`config.mk`:
```
export PLATFORM = sky130hd
export DESIGN_NAME = vga_sync_out
export DESIGN_NICKNAME = d
export VERILOG_FILES = /design/src/rtl/vga_pkg.sv /design/src/rtl/vga_delay_line.sv /design/src/rtl/vga_sync_out.sv
export SDC_FILE = /design/constraint.sdc
export NUM_CORES = 1
export LEC_CHECK = 0
export ABC_AREA = 1
export BUFFER_PORTS_ARGS = -buffer_cell sky130_fd_sc_hd__buf_4
export CAP_MARGIN = 20
export CORE_MARGIN = 2
export CORE_UTILIZATION = 40
export CTS_BUF_LIST = sky130_fd_sc_hd__clkbuf_8
export DETAILED_ROUTE_END_ITERATION = 12
export PLACE_DENSITY = 0.69
export SLEW_MARGIN = 20
export SYNTH_ARGS = -nofsm -noshare
export SYNTH_HDL_FRONTEND = slang
export SYNTH_SLANG_ARGS = --single-unit
```
`constraint.sdc`:
```
create_clock -name clk -period 1.3 [get_ports clk]
set_input_delay 0.065 -clock clk [delete_from_list [all_inputs] [get_ports clk]]
set_output_delay 0.065 -clock clk [all_outputs]
set_load 0.01 [all_outputs]
```
`src/rtl/vga_pkg.sv`:
```
// 640x480@60 raster timing constants shared by the VGA output stage.
package vga_pkg;

    localparam int unsigned VGA_H_ACTIVE = 640;
    localparam int unsigned VGA_H_FP     = 16;
    localparam int unsigned VGA_H_SYNC   = 96;
    localparam int unsigned VGA_H_BP     = 48;
    localparam int unsigned VGA_V_ACTIVE = 480;
    localparam int unsigned VGA_V_FP     = 10;
    localparam int unsigned VGA_V_SYNC   = 2;
    localparam int unsigned VGA_V_BP     = 33;

    localparam bit VGA_HS_POL = 1'b0;
    localparam bit VGA_VS_POL = 1'b0;

    localparam int unsigned VGA_H_TOTAL  = VGA_H_ACTIVE + VGA_H_FP + VGA_H_SYNC + VGA_H_BP;
    localparam int unsigned VGA_V_TOTAL  = VGA_V_ACTIVE + VGA_V_FP + VGA_V_SYNC + VGA_V_BP;
    localparam int unsigned VGA_HS_START = VGA_H_ACTIVE + VGA_H_FP;
    localparam int unsigned VGA_HS_END   = VGA_HS_START + VGA_H_SYNC;
    localparam int unsigned VGA_VS_START = VGA_V_ACTIVE + VGA_V_FP;
    localparam int unsigned VGA_VS_END   = VGA_VS_START + VGA_V_SYNC;

    // Active-high timing flags carried through the alignment delay line.
    typedef struct packed {
        logic hs;
        logic vs;
        logic de;
    } sync_t;

endpackage

```
`src/rtl/vga_delay_line.sv`:
```
// Shift register of DEPTH stages with asynchronous clear; a plain wire when DEPTH is 0.
module vga_delay_line #(
    parameter int unsigned W     = 3,
    parameter int unsigned DEPTH = 1
) (
    input  logic         clk,
    input  logic         rst_n,
    input  logic [W-1:0] d,
    output logic [W-1:0] q
);

    if (DEPTH == 0) begin : g_wire
        assign q = d;
    end else begin : g_shift
        logic [DEPTH-1:0][W-1:0] stage_q;

        always_ff @(posedge clk or negedge rst_n) begin
            if (!rst_n) begin
                stage_q <= '0;
            end else begin
                stage_q[0] <= d;
                for (int i = 1; i < DEPTH; i++) begin
                    stage_q[i] <= stage_q[i-1];
                end
            end
        end

        assign q = stage_q[DEPTH-1];
    end

endmodule

```
`src/rtl/vga_sync_out.sv`:
```
// VGA raster timing generator and pin register; sync/de are delayed to match upstream colour.
module vga_sync_out
    import vga_pkg::*;
#(
    parameter int unsigned H_ACTIVE = VGA_H_ACTIVE,
    parameter int unsigned H_FP     = VGA_H_FP,
    parameter int unsigned H_SYNC   = VGA_H_SYNC,
    parameter int unsigned H_BP     = VGA_H_BP,
    parameter int unsigned V_ACTIVE = VGA_V_ACTIVE,
    parameter int unsigned V_FP     = VGA_V_FP,
    parameter int unsigned V_SYNC   = VGA_V_SYNC,
    parameter int unsigned V_BP     = VGA_V_BP,
    parameter bit          HS_POL   = VGA_HS_POL,
    parameter bit          VS_POL   = VGA_VS_POL,
    parameter int unsigned PIPE     = 1,
    parameter int unsigned CW       = 8,
    parameter int unsigned XW       = 11,
    parameter int unsigned YW       = 10
) (
    input  logic          clk,
    input  logic          rst_n,
    input  logic [CW-1:0] r_in,
    input  logic [CW-1:0] g_in,
    input  logic [CW-1:0] b_in,
    output logic [XW-1:0] x,
    output logic [YW-1:0] y,
    output logic          req,
    output logic          frame_start,
    output logic [CW-1:0] vga_r,
    output logic [CW-1:0] vga_g,
    output logic [CW-1:0] vga_b,
    output logic          hsync,
    output logic          vsync,
    output logic          de
);

    localparam int unsigned H_TOTAL = H_ACTIVE + H_FP + H_SYNC + H_BP;
    localparam int unsigned V_TOTAL = V_ACTIVE + V_FP + V_SYNC + V_BP;

    localparam logic [XW-1:0] H_LAST   = XW'(H_TOTAL - 1);
    localparam logic [XW-1:0] H_ACT    = XW'(H_ACTIVE);
    localparam logic [XW-1:0] HS_START = XW'(H_ACTIVE + H_FP);
    localparam logic [XW-1:0] HS_END   = XW'(H_ACTIVE + H_FP + H_SYNC);
    localparam logic [YW-1:0] V_LAST   = YW'(V_TOTAL - 1);
    localparam logic [YW-1:0] V_ACT    = YW'(V_ACTIVE);
    localparam logic [YW-1:0] VS_START = YW'(V_ACTIVE + V_FP);
    localparam logic [YW-1:0] VS_END   = YW'(V_ACTIVE + V_FP + V_SYNC);

    logic [XW-1:0] hcnt_q, hcnt_d;
    logic [YW-1:0] vcnt_q, vcnt_d;
    sync_t         raw, dly;

    always_comb begin
        hcnt_d = hcnt_q + XW'(1);
        vcnt_d = vcnt_q;
        if (hcnt_q == H_LAST) begin
            hcnt_d = '0;
            vcnt_d = (vcnt_q == V_LAST) ? '0 : vcnt_q + YW'(1);
        end
    end

    always_ff @(posedge clk or negedge rst_n) begin
        if (!rst_n) begin
            hcnt_q <= '0;
            vcnt_q <= '0;
        end else begin
            hcnt_q <= hcnt_d;
            vcnt_q <= vcnt_d;
        end
    end

    assign x           = hcnt_q;
    assign y           = vcnt_q;
    assign req         = (hcnt_q < H_ACT) && (vcnt_q < V_ACT);
    assign frame_start = (hcnt_q == '0) && (vcnt_q == '0);

    always_comb begin
        raw.hs = (hcnt_q >= HS_START) && (hcnt_q < HS_END);
        raw.vs = (vcnt_q >= VS_START) && (vcnt_q < VS_END);
        raw.de = req;
    end

    // Match the upstream colour latency so timing and pixels meet at the pins.
    vga_delay_line #(
        .W    (3),
        .DEPTH(PIPE)
    ) u_delay (
        .clk  (clk),
        .rst_n(rst_n),
        .d    (raw),
        .q    (dly)
    );

    always_ff @(posedge clk or negedge rst_n) begin
        if (!rst_n) begin
            vga_r <= '0;
            vga_g <= '0;
            vga_b <= '0;
            hsync <= ~HS_POL;
            vsync <= ~VS_POL;
            de    <= 1'b0;
        end else begin
            vga_r <= dly.de ? r_in : '0;
            vga_g <= dly.de ? g_in : '0;
            vga_b <= dly.de ? b_in : '0;
            hsync <= dly.hs ? HS_POL : ~HS_POL;
            vsync <= dly.vs ? VS_POL : ~VS_POL;
            de    <= dly.de;
        end
    end

endmodule

```
After elaboration in Yosys (flattened, before gate mapping)
Cells that the tools add are included.
{ "op_classes": {"magnitude_cmp": 6, "n_mul": 0, "n_reduce_logical": 6, "n_addsub": 2, "shifts": 0, "mux": 7, "eq_ne": 2, "n_div": 0, "n_bitwise": 0} }
{ "op_table": {"columns": ["operator", "count"], "rows": [
  ["two-way mux 8 bit", 3],
  ["less-than comparator 11 x 10 -> 1 bit, second input constant", 2],
  ["less-than comparator 10 x 9 -> 1 bit, second input constant", 2],
  ["adder 11 x 1 -> 11 bit, second input constant", 1],
  ["equality test 11 x 10 -> 1 bit, second input constant", 1],
  ["greater-or-equal comparator 11 x 10 -> 1 bit, second input constant", 1],
  ["logical NOT 11 bit", 1],
  ["two-way mux 11 bit", 1],
  ["adder 10 x 1 -> 10 bit, second input constant", 1],
  ["equality test 10 bit, second input constant", 1],
  ["greater-or-equal comparator 10 x 9 -> 1 bit, second input constant", 1],
  ["logical NOT 10 bit", 1],
  ["two-way mux 10 bit", 1],
  ["logical AND 1 bit", 4],
  ["two-way mux 1 bit", 2]
]} }
{ "word_totals": {"mem_count": 0, "rom_bits": 0, "out_inout_bits": 50, "ff_bits": 51, "ram_bits": 0, "in_bits": 26, "latchBits": 0} }

Depth between registers and ports, before layout
Gate-level depths: netlist of the first run.
{ "logic_depth": {"depth_word": 2, "ltp_mapped": 8} }

By module
A second synthesis of the first run with hierarchy kept.
{ "unflattened": {"hier_cells": 254, "hier_area_um2": 2245.9} }
{ "modules_own_cells": {"columns": ["mod", "seq_area_each_um2", "cells_per_inst", "area_per_inst_um2", "n_inst"], "rows": [
  ["vga_sync_out", 1203.7, 251, 2170.8, 1],
  ["vga_delay_line", 75.1, 3, 75.1, 1]
]} }

Worst setup path after synthesis of the first run
OpenSTA, ideal clock, no wires.
{ "synth_path": {"path_type": "flip-flop to flip-flop", "startpoint": "register hcnt_q[0] (netlist: x[0])", "endpoint": "register vcnt_q[4] (netlist: y[4])", "setup_ns": 0.126, "synth_period_minus_slack_ns": 1.465, "required_time_ns": 1.174, "setup_slack_ns": -0.165, "path_stages_with_launch": 9, "path_buffers": 0, "arrival_time_ns": 1.339, "path_cell_list": "dfrtp_1 > ha_1 > nand2_2 > nor2_4 > nand3_2 > nor2_4 > inv_1 > nand2_1 > o21ai_1"} }
{ "synth_between": {"elab_chain_cells": 1} }
{ "synth_lines": {"columns": ["element", "line", "rtl"], "rows": [
  ["from (decl)", "vga_sync_out.sv:49", "logic [XW-1:0] hcnt_q, hcnt_d;"],
  ["from (signal assigned)", "vga_sync_out.sv:67", "hcnt_q <= hcnt_d;"],
  ["equality test 11 x 10 -> 1 bit", "vga_sync_out.sv:56", "if (hcnt_q == H_LAST) begin"],
  ["to (signal assigned)", "vga_sync_out.sv:68", "vcnt_q <= vcnt_d;"],
  ["to (decl)", "vga_sync_out.sv:50", "logic [YW-1:0] vcnt_q, vcnt_d;"]
]} }
Every way passes these cells.
A chain may end at the register's enable or synchronous reset.

Final worst setup path of the first run
{ "layout_path": {"startpoint": "register vcnt_q[7] (netlist: y[7])", "endpoint": "output frame_start"} }
{ "layout_between": {"elab_chain_cells": 2} }
{ "layout_lines": {"columns": ["element", "line", "rtl"], "rows": [
  ["logical NOT 10 bit", "vga_sync_out.sv:75", "assign frame_start = (hcnt_q == '0) && (vcnt_q == '0);"],
  ["logical AND 1 bit", "vga_sync_out.sv:75", null],
  ["to (decl)", "vga_sync_out.sv:28", "output logic frame_start,"]
]} }
Every way passes these cells.

==> impl_metrics.yaml, run 1 <==
timing:
  fin_max_slew_vios: 0
  setup_total_negative_slack_ps: -2042
  worst_skew_ps: 7.565
  finalHoldViolations: 0
  report.final.setup_viol: 20
  timing.final.crit_share: 1.190
  fmax_ghz: 0.6462
  setup_repair_after_global_routing_missed_its_margin: "yes"
  worst-slew-pin-transition_ps: 736.2
  final_critical_path_setup_slack_ps: -247.4
  maxSlewHeadroom: 0.5092
  timing.final.crit_period_ps: 1547
clock_network:
  cts_tree: "built"
  clock_sink_count: 51
  clk_latency_ps: 300
  htree_num_levels: 2
  cts.clk_slew.worst_paths_ps: 90
  numCtsBuffers: 5
  max-clock-path-buffers: 2
  cts_root_buffer: "clkbuf_8"
pwr:
  irDropWorstVdd_v: 0.0004822
  power_density_nw_per_um2: 753.0
  cellLeakagePower_uw: 0.002031
  finalPower_uw: 2823
logic_synthesis:
  share_of_synthesized_area_occupied_by_flip_flops_and_latches: 0.5761
  yosys_warnings: 0
  synth-seq-cells: 51
  netlist.area_leader.share: 0.5524
  syn-cell-area_um2: 2220
  yosys-top-cells-area: "dfrtp_1, nand2_1, inv_1, nand3_1, nor2_1"
  post_synth_inst_count: 254
  avgSynthCellArea_um2: 8.739
  synth_fp_nets: 284
  netlist.top_cell.by_area: "dfrtp_1"
  synth_cell_type_count: 24
setup_path:
  max_stage_delay_ps: 400
  crit_slowest_cell: "dfrtp_1"
  worstReg2RegStart: "x[0]"
  crit_path_frequent_cell: "buf_4"
  worst_reg2reg_setup_slack_ps: -130
  end_kind: "output pin"
  worst-endpoint-arrival_ps: 1480
  reg2reg_to: "y[9]"
  startpoint_type: "flop"
  timing.critical_path.fanout_max: 2
  timing.setup.critical_path_class: "flop to output pin"
  r2r.worst_path.cells: 9
  crit_required_ps: 1240
  chain_of_cells_forming_the_critical_path: "inv_1, nand2_2, nor3_4, buf_4, nand3_1, nor2_1, buf_4"
routing:
  drt.antenna.violating_nets: 0
  viasPerCell: 4.521
  wirelength_um: 6013
  wl_per_cell_um: 12.63
  drt-pass1-iter-count: 4
  drc: 0
  routed-via-count: 2152
  drt-initial-drc-count: 98
floorplanning:
  core_area_um2: 5439
  floorplan.io_pins: 76
  die_width_um: 78.49
  initial_core_util: 0.4081
  floorplan.rows: 27
  floorplan.die_area_um2: 6161
  dieHeight_um: 78.49
placed_design:
  place.gp.congestion: 0.8912
  post_dp_cell_area_um2: 3113
  hpwlAfterDp_um: 4020
  port-buffer-count: 75
global_route:
  gr-total-overflow: 0
  grt_max_degree: 28
  antenna_violations_before_repair: 0
  vias_in_the_first_global_route: 2229
  grt_pass1_wl_um: 9929
  grt_util_all_layers: 0.2054
flow_run:
  timing.max_cap.violations: 0
cells_and_area:
  final_cell_area_um2: 3749
  layout.filler_cells: 432
  nNetsFinal: 433
  final_common_cell: "buf_4"
  drive_above_1_share: 0.4183
  layout_common_cells: "buf_4, nand2_1, inv_1, dfrtp_1, dlygate4sd3_1"
  antenna_cells: 0
  share_of_the_core_filled_with_cells_in_the_final_layout: 0.6892
  areaGrowthSynthToFinish_pct: 68.88
run_status:
  status: "finished, violations left"
  violations: "setup timing"
hold_path:
  hold_path.class: "input pin to async pin"
[power by group]
| part | leakage (µW) | internal, µW | switching (µW) |
|---|---|---|---|
| registers | 0.000622 | 1620 | 12.0 |
| logic | 0.00136 | 160 | 109 |
| clock network | 0.0000485 | 386 | 533 |
| total | 0.00203 | 2170 | 653 |
[state kept, by name, summed over array words and instances, names as in the netlist]
name,cells
x,11
y,10
vga_b,8
vga_g,8
vga_r,8
u_delay.q,3
de,1
hsync,1
vsync,1
[logic make-up (layout without fill, tap and decap cells)]
logic type,after synthesis,in the layout,share of synthesized area
AO/OA/AOI/OAI,12,12,0.02931
XOR/XNOR,5,5,0.01973
adder cells (fa/ha/maj),4,4,0.02255
buffers and inverters,58,208,0.1020
AND/OR/NAND/NOR,124,124,0.2503
flip-flops,51,51,0.5761
[area by class of cell]
class | instances | area [µm²] | share of cell area
multi-input cells | 145 | 854.6 | 0.2280
flip-flops and latches | 51 | 1282 | 0.3421
well taps | 72 | 90.09 | 0.02403
clock buffers | 5 | 68.82 | 0.01836
repair buffers | 146 | 1220 | 0.3254
inverters | 54 | 210.2 | 0.05607
clock inverters | 3 | 22.52 | 0.006008
[worst max path at each step]
stage	cells after the start	start	end	slack, ps
final	7	y[7]	frame_start	-250
after CTS	8	x[0]	frame_start	-260
after global placement	6	y[0]	y[8]	-20
after global routing	7	y[6]	frame_start	-340
after floorplan	8	x[1]	y[9]	-130
after detailed placement	7	y[1]	y[1]	-100
[through the flow]
step	cells	worst slack [ps]	hold slack, ps
after global placement	430	-23.45	5.735
final	476	-247.4	217.0
after floorplan	254	-126.8	-230.6
after detailed placement	430	-96.63	6.753
after global routing	476	-342.8	229.5
after CTS	473	-258.7	218.7
[timing repair]
action                                  CTS  global route
endpoints found under the setup margin   13            23
buffers inserted                         10             5
gates resized for setup                  29            30
hold buffers                             25             0
endpoints found under the hold margin    64             0
cloned                                    0             0
pin swaps                                11            12
[worst max-delay path: cells and delay by family (launching register included)]
family                 cells  cell delay, ps
and+or+nand+nor            4             420
DFF                        1             400
buffers and inverters      3             360
[synth_stat cells (all sizes together)]
master and count:
o21bai 1, o21ai 8, nor2 24, or2 2
ha 4, nand2 60, nor4 3, nand4 7
nor3 8, buf 1, nand3 19, dfrtp 49
nand3b 1, inv 54, xor2 5, clkbuf 3
o211ai 1, a21oi 2, dfstp 2
[routing by layer]
| layer | vias up | global-route usage | wire length [µm] |
|---|---|---|---|
| met5 | - | 0 | 0 |
| met4 | 0 | 0.06140 | 70 |
| met3 | 8 | 0.03103 | 270 |
| met2 | 63 | 0.3802 | 3213 |
| met1 | 1006 | 0.2452 | 2459 |
| li1 | 1075 | - | - |
Power figures use the tool's default switching activity.
==> run 2, diff against run 1 <==
--- a/config.mk
+++ b/config.mk
@@ -8,11 +8,13 @@
 export ABC_AREA = 1
 export BUFFER_PORTS_ARGS = -buffer_cell sky130_fd_sc_hd__buf_4
 export CAP_MARGIN = 20
+export CELL_PAD_IN_SITES_DETAIL_PLACEMENT = 2
+export CELL_PAD_IN_SITES_GLOBAL_PLACEMENT = 2
 export CORE_MARGIN = 2
-export CORE_UTILIZATION = 40
+export CORE_UTILIZATION = 26
 export CTS_BUF_LIST = sky130_fd_sc_hd__clkbuf_8
 export DETAILED_ROUTE_END_ITERATION = 12
-export PLACE_DENSITY = 0.69
+export PLACE_DENSITY_LB_ADDON = 0.1
 export SLEW_MARGIN = 20
 export SYNTH_ARGS = -nofsm -noshare
 export SYNTH_HDL_FRONTEND = slang
==> impl_metrics.yaml, run 2 (synthesized netlist as in run 1, its figures left out) <==
hold_path:
  hold_path.class: "input pin to async pin"
setup_path:
  startpoint: "y[5]"
  worstReg2RegStart: "x[1]"
  timing.critical_path.fanout_max: 5
  timing.setup.critical_path_class: "flop to output pin"
  chain_of_cells_forming_the_critical_path: "buf_4, nand2_1, nor2_2, nor4_1, buf_4, buf_6"
  worst-endpoint-arrival_ps: 1530
  end_kind: "output pin"
  max_stage_delay_ps: 420
  crit_path_frequent_cell: "buf_4"
  buffers_plus_inverters_on_the_worst_setup_path: 3
  crit_required_ps: 1240
  delay_heaviest_family_cp: "buffers and inverters"
  crit_slowest_cell: "dfrtp_1"
  startpoint_type: "flop"
cells_and_area:
  layout.filler_cells: 951
  final_common_cell: "buf_4"
  layout_common_cells: "buf_4, nand2_1, inv_1, dfrtp_1, dlygate4sd3_1"
  areaGrowthSynthToFinish_pct: 73.17
  largest_register_ff_count: 11
  nNetsFinal: 439
  antenna_cells: 0
  drive_above_1_share: 0.4317
  share_of_the_core_filled_with_cells_in_the_final_layout: 0.4655
global_route:
  gr-total-overflow: 0
  grt_util_all_layers: 0.1768
  antenna_violations_before_repair: 0
  grt_pass1_wl_um: 12380
  grt_max_degree: 29
  vias_in_the_first_global_route: 2512
clock_network:
  max-clock-path-buffers: 2
  cts.clk_slew.worst_paths_ps: 110
  clk_latency_ps: 310
  htree_num_levels: 2
  numCtsBuffers: 5
  cts_root_buffer: "clkbuf_8"
  cts_tree: "built"
  clock_sink_count: 51
timing:
  final_critical_path_setup_slack_ps: -291.4
  setup_repair_after_global_routing_missed_its_margin: "yes"
  report.final.setup_viol: 22
  worst_skew_ps: 4.906
  fmax_ghz: 0.6284
  timing.final.crit_period_ps: 1591
  setup_total_negative_slack_ps: -4796
  finalHoldViolations: 0
  timing.final.crit_share: 1.224
  maxSlewHeadroom: 0.6943
  worst-slew-pin-transition_ps: 458.6
  whs_ps: 192.8
  fin_max_slew_vios: 0
routing:
  wl_per_cell_um: 15.19
  wirelength_um: 7824
  drt-pass1-iter-count: 2
  drt-initial-drc-count: 31
  viasPerCell: 4.406
  drt.antenna.violating_nets: 0
  drc: 0
  routed-via-count: 2269
floorplanning:
  floorplan.die_area_um2: 9292
  floorplan.rows: 33
  die_width_um: 96.40
  core_area_um2: 8258
  floorplan.io_pins: 76
  initial_core_util: 0.2688
  dieHeight_um: 96.40
placed_design:
  port-buffer-count: 75
  pre_cts_slack_ps: -202.4
  hpwlAfterDp_um: 5494
  place.gp.congestion: 0.7228
flow_run:
  timing.max_cap.violations: 0
run_status:
  status: "finished, violations left"
  violations: "setup timing"
pwr:
  irDropWorstVdd_v: 0.0005690
  cellLeakagePower_uw: 0.002042
  power_density_nw_per_um2: 760.5
run 2: layer usage:
layer  part of all wire  vias up  wire length, µm  GRT usage
li1                   -     1082                -          -
met4             0.0098        0               77    0.04225
met5                  0        -                0          0
met3              0.026        6              206    0.02483
met2               0.55       39             4320     0.3351
met1               0.41     1142             3219     0.2093
run 2: final timing paths:
check                          endpoint  slack [ps]  cells past startpoint
max                                 req        -290                      6
min                            vga_g[1]         190                      2
max reg2reg                        y[1]        -290                     11
min reg2reg                       vsync         360                      1
max in group asynchronous  u_delay.q[0]         610                      3
min in group clk                  vsync         360                      1
run 2: layout make-up:
cell class | count | area [µm²] | area share
clock inverters | 3 | 25.02 | 0.006510
inverters | 54 | 207.7 | 0.05404
multi-input cells | 145 | 863.3 | 0.2246
flip-flops and latches | 51 | 1282 | 0.3337
well taps | 105 | 131.4 | 0.03418
repair buffers | 152 | 1265 | 0.3291
clock buffers | 5 | 68.82 | 0.01790
run 2: power breakdown:
part           total, µW  internal (µW)  switching (µW)
clock               1010            395             617
sequential          1630           1620            10.7
combinational        277            161             117
total               2920           2180             745
run 2: what timing repair did:
action | CTS | global route
endpoints found under the setup margin | 20 | 29
endpoints found under the hold margin | 75 | 0
hold buffers | 25 | 0
buffers inserted | 5 | 9
pin swaps | 9 | 7
gates resized for setup | 34 | 26
run 2: through the flow:
| stage | cell area (µm²) | power (µW) | std cells |
|---|---|---|---|
| 4_1_cts | 3704 | 2970 | 509 |
| 3_3_place_gp | 3214 | 1873 | 471 |
| 2_1_floorplan | 2223 | 1713 | 254 |
| 6_report | 3844 | 2923 | 515 |
| 3_5_place_dp | 3214 | 1882 | 471 |
| 5_1_grt | 3844 | 3036 | 515 |
